`config.mk`:
```
export PLATFORM = sky130hd
export DESIGN_NAME = kernel_dist_sequencer_flat
export DESIGN_NICKNAME = d
export VERILOG_FILES = /design/src/rtl/kernel_dist_sequencer_if.sv /design/src/rtl/kernel_dist_sequencer.sv /design/src/flat_wrapper.sv
export SDC_FILE = /design/constraint.sdc
export NUM_CORES = 1
export LEC_CHECK = 0
export CAP_MARGIN = 20
export CORE_ASPECT_RATIO = 0.6
export CORE_MARGIN = 1
export CORE_UTILIZATION = 30
export CTS_CLUSTER_DIAMETER = 150
export CTS_CLUSTER_SIZE = 16
export DETAILED_ROUTE_END_ITERATION = 8
export GPL_TIMING_DRIVEN = 0
export MAX_ROUTING_LAYER = met4
export SLEW_MARGIN = 10
export SYNTH_ARGS = -nofsm -noshare
export SYNTH_HDL_FRONTEND = slang
export SYNTH_SLANG_ARGS = --single-unit
```
`constraint.sdc`:
```
create_clock -name CLK -period 8.36 [get_ports CLK]
set_input_delay 1.672 -clock CLK [delete_from_list [all_inputs] [get_ports CLK]]
set_output_delay 1.672 -clock CLK [all_outputs]
set_load 0.005 [all_outputs]
```
`src/rtl/kernel_dist_sequencer_if.sv`:
```
// Instruction-in and control-word-out handshakes of the kernel distribution sequencer.
// Both channels use valid/ready: a transfer happens on a rising edge where valid and ready are both high.
interface kernel_dist_sequencer_if #(
  parameter int depth = 3
);
  logic [2*depth+7:0] instr_data;
  logic               instr_valid;
  logic               instr_ready;
  logic [2*depth-1:0] controlSignal;
  logic               ctrl_valid;
  logic               ctrl_ready;

  modport master (
    input  instr_data, instr_valid, ctrl_ready,
    output instr_ready, controlSignal, ctrl_valid
  );

  modport slave (
    output instr_data, instr_valid, ctrl_ready,
    input  instr_ready, controlSignal, ctrl_valid
  );
endinterface

```
`src/rtl/kernel_dist_sequencer.sv`:
```
// Queues {rep, trc, bank} instructions and, after start, issues each {trc,bank} word
// rep+1 times to the KernelBufferDistributor, pulsing done when the queue drains.
module kernel_dist_sequencer #(
  parameter int depth = 3,
  parameter int QD    = 8
) (
  input  logic                  CLK,
  input  logic                  RST_N,
  kernel_dist_sequencer_if.master bus,
  input  logic                  start,
  input  logic                  abort,
  output logic                  busy,
  output logic                  done,
  output logic [$clog2(QD):0]   count,
  output logic [1:0]            state_dbg
);
  localparam int AW    = $clog2(QD);
  localparam int CNT_W = AW + 1;
  localparam int CW    = 2 * depth;
  localparam int IW    = CW + 8;

  typedef enum logic [1:0] {S_IDLE = 2'd0, S_RUN = 2'd1, S_DONE = 2'd2} state_e;

  state_e           state_q, state_d;
  logic [AW-1:0]    wr_ptr_q, wr_ptr_d, rd_ptr_q, rd_ptr_d;
  logic [CNT_W-1:0] count_q, count_d, count_after;
  logic [7:0]       remaining_q, remaining_d;
  logic [CW-1:0]    ctrl_q, ctrl_d;
  logic             ctrl_valid_q, ctrl_valid_d;
  logic [IW-1:0]    mem_q [QD];

  logic          instr_ready_w, push, issue, pop;
  logic [IW-1:0] head_word, follow_word;

  assign instr_ready_w = (count_q < CNT_W'(QD));
  assign push          = bus.instr_valid && instr_ready_w && !abort;
  assign issue         = (state_q == S_RUN) && ctrl_valid_q && bus.ctrl_ready;
  assign pop           = issue && (remaining_q == 8'd0);
  assign count_after   = count_q + CNT_W'(push) - CNT_W'(pop);
  assign head_word     = mem_q[rd_ptr_q];
  // With only the head queued, the follower is the word being pushed this very cycle.
  assign follow_word   = (count_q > CNT_W'(1)) ? mem_q[rd_ptr_q + AW'(1)] : bus.instr_data;

  always_comb begin
    state_d      = state_q;
    wr_ptr_d     = push ? wr_ptr_q + AW'(1) : wr_ptr_q;
    rd_ptr_d     = pop ? rd_ptr_q + AW'(1) : rd_ptr_q;
    count_d      = count_after;
    remaining_d  = remaining_q;
    ctrl_d       = ctrl_q;
    ctrl_valid_d = ctrl_valid_q;
    if (abort) begin
      state_d      = S_IDLE;
      wr_ptr_d     = '0;
      rd_ptr_d     = '0;
      count_d      = '0;
      remaining_d  = 8'd0;
      ctrl_valid_d = 1'b0;
    end else begin
      case (state_q)
        S_IDLE: begin
          ctrl_valid_d = 1'b0;
          if (start && (count_q != '0)) begin
            state_d      = S_RUN;
            ctrl_d       = head_word[CW-1:0];
            remaining_d  = head_word[IW-1:CW];
            ctrl_valid_d = 1'b1;
          end
        end
        S_RUN: begin
          if (issue) begin
            if (remaining_q != 8'd0) begin
              remaining_d = remaining_q - 8'd1;
            end else if (count_after != '0) begin
              ctrl_d      = follow_word[CW-1:0];
              remaining_d = follow_word[IW-1:CW];
            end else begin
              state_d      = S_DONE;
              ctrl_valid_d = 1'b0;
            end
          end
        end
        S_DONE: begin
          state_d      = S_IDLE;
          ctrl_valid_d = 1'b0;
        end
        default: begin
          state_d      = S_IDLE;
          ctrl_valid_d = 1'b0;
        end
      endcase
    end
  end

  always_ff @(posedge CLK or negedge RST_N) begin
    if (!RST_N) begin
      state_q      <= S_IDLE;
      wr_ptr_q     <= '0;
      rd_ptr_q     <= '0;
      count_q      <= '0;
      remaining_q  <= 8'd0;
      ctrl_q       <= '0;
      ctrl_valid_q <= 1'b0;
    end else begin
      state_q      <= state_d;
      wr_ptr_q     <= wr_ptr_d;
      rd_ptr_q     <= rd_ptr_d;
      count_q      <= count_d;
      remaining_q  <= remaining_d;
      ctrl_q       <= ctrl_d;
      ctrl_valid_q <= ctrl_valid_d;
    end
  end

  // Storage needs no reset: occupancy is tracked entirely by the pointers and count.
  always_ff @(posedge CLK) begin
    if (push) mem_q[wr_ptr_q] <= bus.instr_data;
  end

  assign bus.instr_ready   = instr_ready_w;
  assign bus.controlSignal = ctrl_q;
  assign bus.ctrl_valid    = ctrl_valid_q;
  assign busy              = (state_q == S_RUN);
  assign done              = (state_q == S_DONE);
  assign count             = count_q;
  assign state_dbg         = state_q;
endmodule

```
`src/flat_wrapper.sv`:
```
// flat-port wrapper written by rule: the top's interface ports become plain ports
module kernel_dist_sequencer_flat 
#(
  parameter int depth = 3,
  parameter int QD    = 8
)
  (CLK, RST_N, start, abort, busy, done, count, state_dbg, bus_instr_data, bus_instr_valid, bus_ctrl_ready, bus_instr_ready, bus_controlSignal, bus_ctrl_valid);
  kernel_dist_sequencer_if #(.depth(depth)) bus_i ();
  input  logic CLK;
  input  logic RST_N;
  input  logic start;
  input  logic abort;
  output logic busy;
  output logic done;
  output logic [$clog2(QD):0] count;
  output logic [1:0] state_dbg;
  input wire logic [$bits(bus_i.instr_data)-1:0] bus_instr_data;
  input wire logic [$bits(bus_i.instr_valid)-1:0] bus_instr_valid;
  input wire logic [$bits(bus_i.ctrl_ready)-1:0] bus_ctrl_ready;
  output wire logic [$bits(bus_i.instr_ready)-1:0] bus_instr_ready;
  output wire logic [$bits(bus_i.controlSignal)-1:0] bus_controlSignal;
  output wire logic [$bits(bus_i.ctrl_valid)-1:0] bus_ctrl_valid;
  assign bus_i.instr_data = bus_instr_data;
  assign bus_i.instr_valid = bus_instr_valid;
  assign bus_i.ctrl_ready = bus_ctrl_ready;
  assign bus_instr_ready = bus_i.instr_ready;
  assign bus_controlSignal = bus_i.controlSignal;
  assign bus_ctrl_valid = bus_i.ctrl_valid;
  kernel_dist_sequencer #(.depth(depth), .QD(QD)) u_core (.CLK(CLK), .RST_N(RST_N), .bus(bus_i), .start(start), .abort(abort), .busy(busy), .done(done), .count(count), .state_dbg(state_dbg));
endmodule
```
Yosys cells after proc, flatten, opt, wreduce, memory -nomap -nowiden:

Memories as Yosys holds them, arrays and structs flattened.
Cells that the tools add are included.

* flip-flop bits (word level): 27
* bits in latches: 0
* RAM bits: 112
* bits in read-only memories: 0
* bits of input ports: 20
* output and inout bits: 16
* logic and storage cells: 78
* memories: 1

Memories
* u_core.mem_q: words 8, width 14, rd ports 2, clocked after Yosys merged registers in 0, write ports 1, line kernel_dist_sequencer.sv:30 `logic [IW-1:0] mem_q [QD];`

* add/sub/neg operators: 5
* multiply operators: 0
* div/mod/pow operators: 0
* order comparisons: 2
* equal/unequal tests: 11
* shift operators: 0
* mux-type cells: 31
* bitwise gates (word level): 1
* reduce and logical (&&, ||, !) cells: 20

Operators by type and width (number)
* 8-bit two-way mux: 5
* 6-bit two-way mux: 4
* 8-bit one-hot mux with 2 select lines: 1
* 14-bit two-way mux: 1
* 3-bit two-way mux: 4
* 6-bit one-hot mux with 2 select lines: 1
* 2-bit two-way mux: 5
* 8-bit logical NOT: 1
* 4-bit AND reduction: 2
* 4-bit nonzero test: 2
* 8-bit nonzero test: 1
* 8-bit by 1-bit subtractor with 8-bit output (second input constant): 1
* 1-bit two-way mux: 7
* 3-bit by 1-bit adder with 3-bit output (second input constant): 2
* 1-bit logical AND: 6
* 2-bit by 1-bit != test with 1-bit output (second input constant): 3
* 3-bit by 2-bit != test with 1-bit output (second input constant): 2
* 3-bit != test (second input constant): 2
* 6-bit AND reduction: 1
* 2-bit nonzero test: 3
* 4-bit by 1-bit adder with 4-bit output: 1
* 4-bit by 1-bit > comparator with 1-bit output (second input constant): 1
* 4-bit less-than comparator (second input constant): 1
* 4-bit two-way mux: 1
* 12 further kinds: 12

Longest topological paths before layout:

Gate-level depths: netlist of run 1.

* word-level depth: 11
* mapped depth: 14
* mapped depth without buffers: 13

Least setup slack after synthesis of run 1:

No wires, ideal clock.

* path kind: input -> register
* from: input port bus_ctrl_ready
* to: register u_core.ctrl_q[0] (netlist: u_core.bus.controlSignal[0])
* library setup time: 128 ps
* arrival: 3922 ps
* data required time: 8232 ps
* path slack: 4311 ps
* cell stages on the path: 11
* path buffers: 0
* path through: nand2_1 -> nor4_4 -> ha_1 -> inv_1 -> ha_1 -> fa_1 -> nor2_1 -> nand2_1 -> o31ai_1 -> a21o_1 -> mux2_1

* longest elaborated chain between the ends: 6
* elaborated cells on any way between the ends: 7
* classes of those cells: add/sub: 1; eq/ne: 2; reduce/logical: 4

Ends and longest elaborated chain
* start: declaration: line flat_wrapper.sv:19 `input wire logic [$bits(bus_i.ctrl_ready)-1:0] bus_ctrl_ready;`
* 1-bit logical AND *: line kernel_dist_sequencer.sv:37 `assign issue = (state_q == S_RUN) && ctrl_valid_q && bus.ctrl_ready;`
* 1-bit logical AND: line kernel_dist_sequencer.sv:38 `assign pop = issue && (remaining_q == 8'd0);`
* 4-bit by 1-bit subtractor with 4-bit output: line kernel_dist_sequencer.sv:39 `assign count_after = count_q + CNT_W'(push) - CNT_W'(pop);`
* 4-bit nonzero test: line kernel_dist_sequencer.sv:74 `end else if (count_after != '0) begin`
* 2-bit by 1-bit != test with 1-bit output (no line)
* 6-bit AND reduction (no line) *
* end signal: assignment: line kernel_dist_sequencer.sv:110 `ctrl_q <= ctrl_d;`
* end: declaration: line kernel_dist_sequencer.sv:28 `logic [CW-1:0] ctrl_q, ctrl_d;`

Every way passes the cells marked *; elsewhere a longest branch is shown, timed or not.
A chain may end at the register's enable or synchronous reset.

Final worst setup path of run 1:

* from: input port bus_ctrl_ready
* to: register u_core.remaining_q[6]

* longest elaborated chain between the ends: 6
* elaborated cells on any way between the ends: 7
* classes of those cells: add/sub: 1; eq/ne: 2; reduce/logical: 4

Ends and longest elaborated chain
* 1-bit logical AND *: line kernel_dist_sequencer.sv:37
* 1-bit logical AND: line kernel_dist_sequencer.sv:38
* 4-bit by 1-bit subtractor with 4-bit output: line kernel_dist_sequencer.sv:39
* 4-bit nonzero test: line kernel_dist_sequencer.sv:74
* 4-bit by 2-bit != test with 1-bit output (no line)
* 4-bit AND reduction (no line) *
* end signal: assignment: line kernel_dist_sequencer.sv:109 `remaining_q <= remaining_d;`
* end: declaration: line kernel_dist_sequencer.sv:27 `logic [7:0] remaining_q, remaining_d;`

Marks and branches as above.

==> flow_summary_export.csv, run 1 <==
group,metric,value,unit
detailed_routing,dr.first_iter.drc_count,490,
timing,rsz0062_at_grt,"no",
clocking,cts_tree,"built",
power,power.switching,0.0006514,W
synthesis,syn_area,6788,um^2
detailed_routing,antenna_left,0,
cells_and_area,final_common_cell,"edfxtp_1",
clocking,cts-buffers-inserted,17,
grt,grt_max_degree,17,
run_status,outcome,"complete, no violations",
clocking,cts_hold_buf,0,
synthesis,synthCells,427,
cells_and_area,final_cell_mix,"edfxtp_1, mux4_2, clkdlybuf4s50_1, nor2_1, dfrtp_1",
setup_path,cp_num_buf_inv,2,
detailed_routing,drcViolationCount,0,
power,ir_drop,0.0001411,V
power,p_comb_share,25.6,%
placed_design,post-dp-hpwl,13.00,mm
detailed_routing,wl_per_cell,22.07,um
setup_path,cp_max_fo,6,
synthesis,synth_fa_ha_area_share,1.954,%
synthesis,synth_edf_count,112,
setup_path,required,8.72,ns
floorplanning,std_cell_rows,42,
floorplanning,coreArea,22120,um^2
floorplanning,die_h,118.5,um
clocking,htree_levels,4,
synthesis,synthSimpleGateAreaFrac,7.447,%
synthesis,syn_area_per_cell,15.90,um^2
power,clockPowerShare,35.3,%
setup_path,cpPeakStageDelay,0.96,ns
cells_and_area,layout-drive-gt1-share,24.21,%
detailed_routing,drt_pass1_iterations,5,
setup_path,timing.critical_path.mode_cell,"ha_1",
clocking,post_cts_buffers,0,
synthesis,synth_xor_area_share,1.161,%
timing,setup_viol,0,
timing,hold_violations,0,
synthesis,synth_top_family_by_area,"multiplexers",
run,cap_violations,0,
timing,drv_slew,0,
detailed_routing,vias,4389,
clocking,clk_pin_slew,0.06,ns
power,cellLeakagePower,2.754,nW
setup_path,crit_slowest_cell,"a2111oi_0",
floorplanning,die_x,196.2,um
synthesis,yosys_warnings,0,
timing,maxSlewHeadroom,29.07,%
setup_path,path_class,"input port to register",
synthesis,synth-compound-area-share,6.120,%
synthesis,postSynth.asyncResetShare,19.42,%
cells_and_area,area_delta_synth_final,22.51,%
synthesis,synth_nets,457,
synthesis,synth-main-ff-cell,"edfxtp_1",
power,power.density,261.2,nW/um^2
placed_design,portBuffers,34,
timing,finalCritPeriodShare,56.49,%
synthesis,synth-seq-cells,139,
setup_path,cp_top_family,"compound AO/OA/AOI/OAI gates",
synthesis,muxShareOfSynthArea,21.79,%
clocking,cts_sinks,139,
clocking,cts_resized,0,
placed_design,place_congestion,0.8182,
grt,track_usage,16.80,%
setup_path,start_kind,"input port",
power,swShare,29.99,%
timing,period_minus_slack,4.722,ns
timing,final.setup.tns,0,ns
setup_path,crit_path_end_kind,"register",
floorplanning,die-area,23250,um^2
floorplanning,io_pins,36,
grt,grt_pass1_wl,27.37,mm
timing,fin_skew,0.01529,ns
clocking,cts.path.max_buffers,2,
power,total_power,0.002172,W
clocking,clkLatencyLatePin,0.43,ns
timing,fin_hold_ws,0.4924,ns
hold_path,holdCritPathClass,"register to register",
power,p_int,0.001521,W
clocking,cts_root_buf,"clkbuf_16",
timing,tightest_slew,1.037,ns
cells_and_area,n_antenna_cell,0,
grt,overflow,0,
timing,fmax,211.8,MHz
setup_path,path_cells,"clkdlybuf4s50_1, nand2_1, nor4_4, ha_1, inv_1, ha_1, nand3_1, a21boi_0, nor3_1, a2111oi_0, a221o_1",
cells_and_area,final_nets,521,
grt,antenna_found_initial,0,
power,p_seq_share,39.1,%
detailed_routing,viasPerCell,5.405,
synthesis,ys_types,52,
grt,grt_pass1_vias,4320,
setup_path,arrival,5.08,ns
synthesis,ys_seq_area_share,59.50,%
detailed_routing,routed_wl,17.92,mm
floorplanning,start_util,30.68,%
-- worst paths after layout --
kind,cells past startpoint,end,from,slack [ns]
min in group asynchronous,1,u_core.count[1],RST_N,1.66
min,1,u_core.bus.controlSignal[3],u_core.bus.controlSignal[3],0.49
max in group asynchronous,2,u_core.remaining_q[4],RST_N,6.17
max reg2reg,13,u_core.remaining_q[6],u_core.remaining_q[0],4.10
min reg2reg,1,u_core.bus.controlSignal[3],u_core.bus.controlSignal[3],0.49
max,11,u_core.remaining_q[6],bus_ctrl_ready,3.64
-- Yosys cell counts, types with 2 or more instances --
cell type / instances / area [um^2]
a211oi_1: 7 / 52.55
mux2_1: 6 / 67.56
xor2_1: 5 / 43.79
a2bb2oi_1: 3 / 26.28
nor3b_1: 2 / 15.01
mux4_2: 56 / 1261
dfrtp_1: 27 / 675.7
o221ai_1: 2 / 17.52
a211o_1: 2 / 17.52
a31oi_1: 3 / 18.77
inv_1: 9 / 33.78
mux2i_1: 15 / 150.1
o211ai_1: 2 / 15.01
a21oi_1: 6 / 30.03
nor2b_1: 4 / 25.02
nand2b_1: 8 / 50.05
o22ai_1: 7 / 43.79
ha_1: 9 / 112.6
nand2_1: 24 / 90.09
nand3_1: 3 / 15.01
or4_1: 2 / 15.01
o21ai_0: 6 / 30.03
a221o_1: 2 / 20.02
o31ai_1: 2 / 15.01
buf_2: 11 / 55.05
or3_1: 2 / 12.51
a32o_1: 5 / 50.05
xnor2_1: 4 / 35.03
nor2_1: 38 / 142.6
edfxtp_1: 112 / 3363
clkbuf_1: 12 / 45.04
nor3_1: 11 / 55.05
-- routing by layer --
layer  vias to the layer above  part of all wire, %  track usage [%]
met3                        10                  9.2            3.995
met5                         -                    0                -
met4                         0                 0.66            3.711
met2                       211                   42            22.22
li1                       1858                    -                -
met1                      2310                   48            25.71
-- cell families after synthesis --
group           count (synthesis)
flops                         139
simple gates                  103
mux                            77
compound gates                 56
buf+inv                        33
fa+ha+maj                      10
xor+xnor                        9
-- state kept, by name, summed over array words and instances (netlist names) --
register                  cells
u_core.wr_ptr_q               3
u_core.rd_ptr_q               3
u_core.state_dbg              2
u_core.bus.controlSignal      6
u_core.bus.ctrl_valid         1
u_core.count                  4
u_core.remaining_q            8
u_core.mem_q                112
-- worst reg2reg max path: cells and delay by family (launching register included) --
family	cells	cell delay, ns
compound gates	3	1.60
simple gates	4	1.14
fa+ha+maj	3	0.67
flops	1	0.43
buf+inv	3	0.35
-- cell type report --
cell class	instances	area, um^2
clock inverter	7	42.54
sequential	139	4039
inverter	9	33.78
buffer	24	103.9
fill	2031	13810
timing repair buffer	45	503.0
tap	308	385.4
multi-input combinational	255	2636
clock buffer	25	571.8
-- power groups by stage --
stage | clock network, W | registers (W) | logic (W)
final | 0.000767 | 0.000849 | 0.000555
after global routing | 0.000809 | 0.000858 | 0.000604
after CTS | 0.000779 | 0.000849 | 0.000551
after detailed placement | 0 | 0.000863 | 0.000547
after global placement | 0 | 0.000860 | 0.000530
after floorplan | 0 | 0.000853 | 0.000344
-- stage by stage --
stage          instance area [um^2]  setup slack [ns]  utilization (%)  std cells
6_report                       8315             3.638            37.59        812
5_1_grt                        8315             3.415            37.59        812
4_1_cts                        8300             3.711            37.52        811
3_5_place_dp                   7686             3.274            34.74        779
3_3_place_gp                   7513             2.990            33.96        769
2_1_floorplan                  6788             4.311                -        427
No activity file was read; power rests on OpenSTA's default activity.
==> inputs of run 2 (changes only) <==
Clock period 8.36 ns to 4.05 ns, I/O delays scaled along.
==> run 2 against run 1 <==
  * Hold slack about the same
  * Highest routed layer unchanged
  * Combinational power up 110%
  * Count of clock-buffer cells in the layout unchanged
  * First-iteration DRC count down 20%
  * Routed wire length up 0.41%
  * Register-to-register slack worse by 3.9 ns
  * Sequential share of layout area down 0.20 points
  * Sequential power up 110%
==> flow_summary_export.csv, run 2 (synthesized netlist as in run 1, its figures left out) <==
group,metric,value,unit
clocking,cts_tree,"built",
detailed_routing,antenna_left,0,
placed_design,preCtsSetupSlack,-0.1743,ns
timing,setup_viol,0,
placed_design,dp.cells,779,
clocking,cts-buffers-inserted,17,
timing,period_minus_slack,3.822,ns
grt,overflow,0,
timing,drv_slew,0,
grt,grt_pass1_wl,27.36,mm
setup_path,cp_num_buf_inv,3,
floorplanning,die-area,23250,um^2
setup_path,crit_path_end_kind,"register",
timing,finalCritPeriodShare,94.37,%
setup_path,rrSetupSlack,0.23,ns
grt,track_usage,16.80,%
timing,fin_ws,0.2281,ns
clocking,cts_hold_buf,0,
hold_path,holdPathStages,1,
setup_path,arrival,4.18,ns
power,power.density,539.0,nW/um^2
detailed_routing,wl_per_cell,22.10,um
cells_and_area,largest_reg_flops,112,
cells_and_area,final_nets,523,
cells_and_area,fillCellCount,2026,
cells_and_area,n_antenna_cell,0,
clocking,cts_sinks,139,
setup_path,timing.critical_path.mode_cell,"ha_1",
detailed_routing,viasPerCell,5.377,
setup_path,path_class,"register to register",
cells_and_area,area_delta_synth_final,23.00,%
cells_and_area,layout-drive-gt1-share,25.30,%
cells_and_area,final_cell_mix,"edfxtp_1, mux4_2, clkdlybuf4s50_1, nor2_1, dfrtp_1",
floorplanning,std_cell_rows,42,
floorplanning,die_x,196.2,um
run_status,outcome,"complete, no violations",
cells_and_area,final_common_cell,"edfxtp_1",
timing,fmax,261.7,MHz
placed_design,post-dp-hpwl,13.00,mm
detailed_routing,vias,4377,
timing,tightest_slew,0.9815,ns
detailed_routing,drcViolationCount,0,
hold_path,holdCritPathClass,"register to register",
detailed_routing,drt_pass1_iterations,5,
placed_design,place_congestion,0.8182,
setup_path,path_cells,"inv_1, ha_1, or3b_2, buf_2, nor4_4, ha_1, inv_1, ha_1, nand3_1, a21boi_0, nor3_2, a221oi_2, a32o_1",
power,total_power,0.004501,W
cells_and_area,multiInputGateArea,2655,um^2
setup_path,cp_top_family,"compound AO/OA/AOI/OAI gates",
setup_path,ff2ff_path_depth,13,
timing,final.setup.tns,0,ns
setup_path,required,4.40,ns
detailed_routing,dr.first_iter.drc_count,394,
timing,fin_skew,0.01377,ns
floorplanning,start_util,30.68,%
cells_and_area,regMostFlops,"u_core.mem_q",
power,cellLeakagePower,2.771,nW
setup_path,crit_slowest_cell,"a221oi_2",
floorplanning,die_h,118.5,um
setup_path,crit_cells,13,
floorplanning,io_pins,36,
cells_and_area,finalCoreUtilization,37.74,%
clocking,clk_pin_slew,0.06,ns
setup_path,start_kind,"register",
grt,grt_pass1_vias,4318,
timing,hold_violations,0,
grt,antenna_found_initial,0,
floorplanning,coreArea,22120,um^2
setup_path,cp_max_fo,6,
clocking,clkLatencyLatePin,0.43,ns
cells_and_area,register_area,4039,um^2
clocking,cts.path.max_buffers,2,
placed_design,portBuffers,34,
clocking,htree_levels,4,
timing,rsz0062_at_grt,"no",
detailed_routing,routed_wl,17.99,mm
timing,maxSlewHeadroom,34.35,%
cells_and_area,final_cells,814,
setup_path,cpPeakStageDelay,0.59,ns
run,cap_violations,0,
power,ir_drop,0.0002928,V
clocking,cts_root_buf,"clkbuf_16",
grt,grt_max_degree,17,
-- run 2: path summary, 6_finish.rpt --
path	from	endpoint
setup / recovery	u_core.remaining_q[0]	u_core.remaining_q[3]
hold / removal	u_core.bus.controlSignal[3]	u_core.bus.controlSignal[3]
setup reg to reg	u_core.remaining_q[0]	u_core.remaining_q[3]
hold reg to reg	u_core.bus.controlSignal[3]	u_core.bus.controlSignal[3]
max in group asynchronous	RST_N	u_core.remaining_q[4]
min in group asynchronous	RST_N	u_core.count[1]
-- run 2: repair_timing --
item,CTS,global route
setup buffers,0,2
pin swaps,0,1
resized for setup,2,3
endpoints found under the setup margin,8,15
-- run 2: final cells by class --
class,count,share of cell area (%)
multi-input combinational,255,31.80
buffer,24,1.244
clock buffer,25,6.848
sequential,139,48.37
clock inverter,7,0.5095
inverter,9,0.4046
tap,308,4.616
timing repair buffer,47,6.204
-- run 2: worst reg2reg max path, stage by stage (launching register included) --
cell      delay [ns]
dfrtp_1         0.43
inv_1           0.10
ha_1            0.17
or3b_2          0.43
buf_2           0.18
nor4_4          0.35
ha_1            0.29
inv_1           0.07
ha_1            0.18
nand3_1         0.10
a21boi_0        0.43
nor3_2          0.16
a221oi_2        0.59
a32o_1          0.27
-- run 2: layer usage --
layer | global-route usage, % | wire, um | up-vias
met5 | - | 0 | -
li1 | - | - | 1861
met4 | 3.711 | 126 | 0
met3 | 3.995 | 1533 | 12
met2 | 22.22 | 7542 | 196
met1 | 25.69 | 8788 | 2308
-- run 2: per-stage QoR --
stage,hold WS (ns),cell area (um^2)
2_1_floorplan,0.4889,6788
5_1_grt,0.5068,8349
4_1_cts,0.4962,8308
6_report,0.4925,8349
3_5_place_dp,0.4827,7686
3_3_place_gp,0.4749,7513
-- run 2: where the power goes --
| part | leakage (nW) | internal [W] | switching, W |
|---|---|---|---|
| sequential | 1.37 | 0.00166 | 0.0000913 |
| clock | 0.310 | 0.000983 | 0.000601 |
| combinational | 1.09 | 0.000499 | 0.000665 |
